==> src/rtl/uart_tx_arbiter_if.sv <==
// ============================================================================
// Module   : uart_tx_arbiter_if
// Brief    : Requester and transmitter handshake bundle for uart_tx_arbiter.
// Revision : 1.0 - initial release
// ============================================================================
`default_nettype none

interface uart_tx_arbiter_if #(
    parameter int BITWIDTH = 8
);
    logic                en;
    logic [1:0]          req_valid;
    logic [BITWIDTH-1:0] req_data0;
    logic [BITWIDTH-1:0] req_data1;
    logic [1:0]          req_ready;
    logic                tx_start;
    logic [BITWIDTH-1:0] tx_data;
    logic                tx_done;
    logic                tx_busy;
    logic [1:0]          grant;
    logic                busy;
    logic                err;

    // Arbiter side
    modport slave (
        input  en, req_valid, req_data0, req_data1, tx_done, tx_busy,
        output req_ready, tx_start, tx_data, grant, busy, err
    );

    // Requester / transmitter / environment side
    modport master (
        output en, req_valid, req_data0, req_data1, tx_done, tx_busy,
        input  req_ready, tx_start, tx_data, grant, busy, err
    );
endinterface

`default_nettype wire

==> src/rtl/uart_tx_arbiter.sv <==
// ============================================================================
// Module   : uart_tx_arbiter
// Brief    : Two-requester round-robin arbiter feeding a shared UART transmitter.
// Revision : 1.0 - initial release
// ============================================================================
`default_nettype none

module uart_tx_arbiter #(
    parameter int BITWIDTH = 8,
    parameter int TIMEOUT  = 64
) (
    input  wire                    clk,
    input  wire                    rst,
    uart_tx_arbiter_if.slave       bus
);

    localparam logic [15:0] TIMEOUT_LAST = 16'(TIMEOUT - 1);

    typedef enum logic [1:0] {
        ST_IDLE  = 2'd0,
        ST_START = 2'd1,
        ST_WAIT  = 2'd2
    } state_t;

    state_t              state_q;
    logic                tx_start_q;
    logic [BITWIDTH-1:0] tx_data_q;
    logic [1:0]          grant_q;
    logic                last_grant_q;
    logic [15:0]         cnt_q;

    logic                winner;
    logic                accept;
    logic                timeout_hit;
    logic [1:0]          req_ready_d;

    // Round-robin pick: a lone requester wins, a tie goes to the one not served last.
    always_comb begin
        winner = 1'b0;
        case (bus.req_valid)
            2'b01:   winner = 1'b0;
            2'b10:   winner = 1'b1;
            2'b11:   winner = ~last_grant_q;
            default: winner = 1'b0;
        endcase
    end

    always_comb begin
        accept      = !rst && (state_q == ST_IDLE) && bus.en && !bus.tx_busy
                      && (bus.req_valid != 2'b00);
        timeout_hit = !rst && (state_q == ST_WAIT) && !bus.tx_done
                      && (cnt_q == TIMEOUT_LAST);
        req_ready_d = 2'b00;
        if (accept) begin
            req_ready_d = winner ? 2'b10 : 2'b01;
        end
    end

    always_ff @(posedge clk) begin
        if (rst) begin
            state_q      <= ST_IDLE;
            tx_start_q   <= 1'b0;
            tx_data_q    <= '0;
            grant_q      <= 2'b00;
            last_grant_q <= 1'b1;
            cnt_q        <= 16'd0;
        end else begin
            case (state_q)
                ST_IDLE: begin
                    if (accept) begin
                        tx_data_q    <= winner ? bus.req_data1 : bus.req_data0;
                        grant_q      <= winner ? 2'b10 : 2'b01;
                        last_grant_q <= winner;
                        tx_start_q   <= 1'b1;
                        state_q      <= ST_START;
                    end
                end
                ST_START: begin
                    tx_start_q <= 1'b0;
                    cnt_q      <= 16'd0;
                    state_q    <= ST_WAIT;
                end
                ST_WAIT: begin
                    if (bus.tx_done || timeout_hit) begin
                        grant_q <= 2'b00;
                        state_q <= ST_IDLE;
                    end else begin
                        cnt_q <= cnt_q + 16'd1;
                    end
                end
                default: begin
                    state_q    <= ST_IDLE;
                    tx_start_q <= 1'b0;
                    grant_q    <= 2'b00;
                end
            endcase
        end
    end

    assign bus.req_ready = req_ready_d;
    assign bus.tx_start  = tx_start_q;
    assign bus.tx_data   = tx_data_q;
    assign bus.grant     = grant_q;
    assign bus.busy      = (state_q != ST_IDLE);
    // Combinational so the pulse lands in the last WAIT cycle, before IDLE.
    assign bus.err       = timeout_hit;

endmodule

`default_nettype wire
==> src/flat_wrapper.sv <==
// flat-port wrapper written by rule: the top's interface ports become plain ports
module uart_tx_arbiter_flat 
#(
    parameter int BITWIDTH = 8,
    parameter int TIMEOUT  = 64
)
  (clk, rst, bus_en, bus_req_valid, bus_req_data0, bus_req_data1, bus_tx_done, bus_tx_busy, bus_req_ready, bus_tx_start, bus_tx_data, bus_grant, bus_busy, bus_err);
  uart_tx_arbiter_if #(.BITWIDTH(BITWIDTH)) bus_i ();
  input  wire clk;
  input  wire rst;
  input wire logic [$bits(bus_i.en)-1:0] bus_en;
  input wire logic [$bits(bus_i.req_valid)-1:0] bus_req_valid;
  input wire logic [$bits(bus_i.req_data0)-1:0] bus_req_data0;
  input wire logic [$bits(bus_i.req_data1)-1:0] bus_req_data1;
  input wire logic [$bits(bus_i.tx_done)-1:0] bus_tx_done;
  input wire logic [$bits(bus_i.tx_busy)-1:0] bus_tx_busy;
  output wire logic [$bits(bus_i.req_ready)-1:0] bus_req_ready;
  output wire logic [$bits(bus_i.tx_start)-1:0] bus_tx_start;
  output wire logic [$bits(bus_i.tx_data)-1:0] bus_tx_data;
  output wire logic [$bits(bus_i.grant)-1:0] bus_grant;
  output wire logic [$bits(bus_i.busy)-1:0] bus_busy;
  output wire logic [$bits(bus_i.err)-1:0] bus_err;
  assign bus_i.en = bus_en;
  assign bus_i.req_valid = bus_req_valid;
  assign bus_i.req_data0 = bus_req_data0;
  assign bus_i.req_data1 = bus_req_data1;
  assign bus_i.tx_done = bus_tx_done;
  assign bus_i.tx_busy = bus_tx_busy;
  assign bus_req_ready = bus_i.req_ready;
  assign bus_tx_start = bus_i.tx_start;
  assign bus_tx_data = bus_i.tx_data;
  assign bus_grant = bus_i.grant;
  assign bus_busy = bus_i.busy;
  assign bus_err = bus_i.err;
  uart_tx_arbiter #(.BITWIDTH(BITWIDTH), .TIMEOUT(TIMEOUT)) u_core (.clk(clk), .rst(rst), .bus(bus_i));
endmodule
==> config.mk <==
export PLATFORM = sky130hd
export DESIGN_NAME = uart_tx_arbiter_flat
export DESIGN_NICKNAME = d
export VERILOG_FILES = /design/src/rtl/uart_tx_arbiter_if.sv /design/src/rtl/uart_tx_arbiter.sv /design/src/flat_wrapper.sv
export SDC_FILE = /design/constraint.sdc
export NUM_CORES = 1
export LEC_CHECK = 0
export ABC_AREA = 1
export ABC_CLOCK_PERIOD_IN_PS = 1650
export CORE_ASPECT_RATIO = 0.75
export CORE_UTILIZATION = 49
export CTS_CLUSTER_DIAMETER = 50
export CTS_CLUSTER_SIZE = 24
export DETAILED_ROUTE_END_ITERATION = 10
export PLACE_DENSITY_LB_ADDON = 0.2
export RECOVER_POWER = 50
export SKIP_LAST_GASP = 1
export SYNTH_ARGS = -nofsm -noshare
export SYNTH_HDL_FRONTEND = slang
export SYNTH_SLANG_ARGS = --single-unit
==> constraint.sdc <==
create_clock -name clk -period 1.65 [get_ports clk]
set_input_delay 0.2475 -clock clk [delete_from_list [all_inputs] [get_ports clk]]
set_output_delay 0.2475 -clock clk [all_outputs]
set_load 0.05 [all_outputs]
Word level (Yosys, flattened, before mapping):

Cells that the tools add are included.

* $mul: 0
* reduce and logical (&&, ||, !) cells: 20
* div/mod/pow operators: 0
* magnitude comparators: 0
* eq/ne operators: 8
* mux-type cells: 13
* $add $sub $neg: 1
* shift operators: 0
* bitwise gates (word level): 3

Operators by type and width (count)
* 16-bit case mux with 2 select lines: 1
* 16-bit by 1-bit adder with 16-bit output, second input constant: 1
* 16-bit by 6-bit == test with 1-bit output, second input constant: 1
* 16-bit 2-to-1 mux: 1
* 2-bit case mux with 3 select lines: 2
* 2-bit 2-to-1 mux: 5
* 8-bit 2-to-1 mux: 1
* 2-bit AND reduction: 4
* 1-bit logical AND: 7
* 2-bit == test, second input constant: 3
* 2-bit nonzero test: 3
* 2-bit != test, second input constant: 2
* 1-bit case mux with 2 select lines: 2
* 1-bit zero test: 3
* 1-bit inverter: 3
* 3-bit AND reduction: 1
* 2-bit by 1-bit == test with 1-bit output, second input constant: 1
* 2-bit zero test: 1
* 2-bit by 1-bit != test with 1-bit output, second input constant: 1
* 1-bit logical OR: 1
* 1-bit 2-to-1 mux: 1

* latch bits: 0
* memories: 0
* bits in writable memories: 0
* input port bits: 23
* output and inout port bits: 15
* logic and storage cells: 51
* register bits: 30
* bits in read-only memories: 0

Logic depth before layout (Yosys ltp):

* word-level depth: 7
* depth in mapped cells: 11
* mapped depth without buffers: 11

Worst setup path before layout:

OpenSTA, ideal clock, no wires.

* kind: reg2out
* from: reg u_core.cnt_q[0]
* to: out bus_err
* cell stages (with the launch flop): 6
* path buffers: 0
* data required time: 1.402 ns
* data arrival time: 1.868 ns
* setup slack: -0.465 ns
* cell sequence: dfxtp_1 > ha_1 > nand3_1 > inv_1 > nand4_1 > nor3_1

* word-level cells in the longest chain between the ends: 2

Ends and longest elaborated chain
* from (decl): RTL line uart_tx_arbiter.sv:30 `logic [15:0] cnt_q;`
* from (signal assigned): RTL line uart_tx_arbiter.sv:88 `cnt_q <= cnt_q + 16'd1;`
* 16-bit by 6-bit == test with 1-bit output: RTL line uart_tx_arbiter.sv:52 `&& (cnt_q == TIMEOUT_LAST);`
* 1-bit logical AND: RTL line uart_tx_arbiter.sv:52
* to (decl): RTL line flat_wrapper.sv:22 `output wire logic [$bits(bus_i.err)-1:0] bus_err;`

No other way between the ends.

Worst setup path after layout:

Ends and elaborated chain as after synthesis.

==> impl_metrics.ini <==
[final_layout]
nFillCells = 209
post_layout_nonfiller_instances = 348
final_common_cell = nand2_1
n_antenna_cell = 0
layout-drive-gt1-share = 0.258
final_util = 0.793
syn_to_final_growth_pct = 49.9
layout.nets = 334
final_cell_mix = nand2_1, nor2_1, buf_4

[grt]
grt_pass1_vias = 1495
grtUsageMet1 = 0.388
busiest_layer = met2
grt_pass1_wl_um = 6910
grt_max_degree = 21
met3_usage = 0.0670
grt_usage = 0.274
grt_overflow_total = 0
antenna_found_initial = 0
met2_usage = 0.400

[sta]
finalCriticalPeriod_ps = 1730
fin_tns_setup_ps = -76.7
fin_ws_ps = -76.7
holdWs_ps = 456
finalMaxSlewViolations = 0
fmax_mhz = 579
hold_viol_final = 0
fin_crit_sh = 1.05
finClkSkew_ps = 5.44
rsz0062_at_grt = yes
finalSetupViolations = 1
tightest_slew_ps = 629
max_slew_margin = 0.582

[setup_path]
worstPathArrival_ps = 1480
cp_max_fo = 2
worstPathCellList = ha_4 > nand3_4 > inv_2 > nand4_1 > nor3_4 > buf_12
worst_setup_path_end_kind = output pin
slowest_delay_ps = 360
crit_required_ps = 1400
cp-start-kind = flop
worstSetupPathType = flop to output pin
cp_slowest_cell = dfxtp_2

[clocking]
htree_levels = 2
hold_buffers = 0
cts.sinks = 30
cts.root.buffer_cell = clkbuf_8
cts_made_buffers = 5
clk-insertion-delay-late_ps = 280
path_clk_slew_ps = 60
cts_tree = done
clock_path_buffers = 2

[logic_synthesis]
syn_nets = 268
postSynthAreaPerCell_um2 = 6.55
synth-seq-cells = 30
netlist_top_cells_area = dfxtp_1, nand2_1, nand3_1
yosysSeqAreaShare = 0.376
synth_cell_types = 27
yosysWarnings = 0
synth_top_area_frac = 0.376
yosysTopAreaCell = dfxtp_1
syn_area_mm2 = 0.00160
syn-instance-count = 244

[detailed_routing]
first_pass_iters = 5
drc = 0
routed_wl_um = 5090
via_count = 1867
antenna_left = 0
viasPerCell = 5.36
first_iter_violations = 138
post_drt_wl_per_cell_um = 14.6

[floorplan]
top_level_ports = 38
dieArea_mm2 = 0.00350
initial_utilization = 0.529
die_y_um = 51.5
dieWidth_um = 67.9
core_mm2 = 0.00302
rows = 17

[place]
dpl.hpwl_um = 2960
dpl.cell_count = 329
io_buffers = 37
gp_congestion = 0.842

[power_and_ir_drop]
total_power_mw = 1.54
p_leak_nw = 0.912
ir_worst_vdd_uv = 570
power-per-cell-area_mw_per_mm2 = 642

[worst_hold_path]
hold_path.class = input port to flop

[outcome]
status = finished, violations left
failed_checks = negative setup slack

[job]
maxCapViolCount = 0
-- sequential cells by signal (all words and copies together), names as in the netlist --
register and count:
u_core.bus.tx_data 8, u_core.bus.tx_start 1, u_core.last_grant_q 1, u_core.state_q 2
u_core.bus.grant 2, u_core.cnt_q 16
-- through the flow --
stage                     setup slack [ps]  cell area [um2]
after floorplan                       99.3             1610
after global placement                -179             2120
after detailed placement              -219             2120
after CTS                            -61.6             2270
after global routing                  -108             2390
final                                -76.7             2390
-- final timing paths --
kind / to / start / cells after the start / slack (ps)
max: bus_err / u_core.cnt_q[0] / 6 / -80
min: u_core.cnt_q[10] / rst / 3 / 460
max reg2reg: u_core.cnt_q[2] / u_core.state_q[1] / 9 / 50
min reg2reg: u_core.last_grant_q / u_core.last_grant_q / 2 / 480
-- synth_stat cells --
cell type	instances
ha_1	1
o31ai_1	1
buf_6	3
inv_1	20
clkbuf_1	3
or2_0	1
nand4_1	4
a21oi_1	16
a31oi_1	8
nand3b_1	2
dfxtp_1	30
inv_2	2
nor2_2	2
xor2_1	4
nand3_1	24
o21ai_0	4
nor3_2	1
buf_2	1
nor3b_1	1
nand2_1	78
nor2_1	29
clkinv_1	1
nand2_2	1
nor3_1	4
nand2_4	1
nor2_4	1
a21oi_2	1
-- timing repair --
action / CTS / global route
pin swaps: 6 / 17
resized for setup: 9 / 42
gates cloned: 0 / 1
setup buffers: 7 / 5
endpoints found under the setup margin: 3 / 22
-- report_power, final --
group          internal, mW  switching [mW]
Clock                 0.290           0.265
Combinational         0.103           0.134
Sequential            0.737         0.00811
-- routing by layer --
layer,up-vias,share of wire
li1,927,-
met1,847,0.44
met2,79,0.46
met3,14,0.071
met4,0,0.021
met5,-,0
-- worst max-delay path: cells and delay by family (launching register included) --
| kind | cells | cell delay [ps] |
|---|---|---|
| buffers and inverters | 2 | 230 |
| adders and majority gates | 1 | 160 |
| and+or+nand+nor | 3 | 450 |
| DFF | 1 | 360 |
-- layout make-up --
class / instances / area [um2] / area share
clock buffer: 7 / 76.3 / 0.0319
inverter: 23 / 91.3 / 0.0381
multi-input combinational: 185 / 1010 / 0.420
sequential: 30 / 613 / 0.256
tap: 38 / 47.5 / 0.0199
timing repair buffer: 65 / 561 / 0.234
-- cell families (layout without fill, tap and decap cells) --
logic type | after synthesis | after routing | synth area share
DFF | 30 | 30 | 0.376
and+or+nand+nor | 149 | 150 | 0.405
xor gates and xnor gates | 4 | 4 | 0.0219
buffers and inverters | 30 | 95 | 0.0853
AOI/OAI and AO/OA | 30 | 30 | 0.104
adders and majority gates | 1 | 1 | 0.00783
Power figures use the tool's default switching activity.
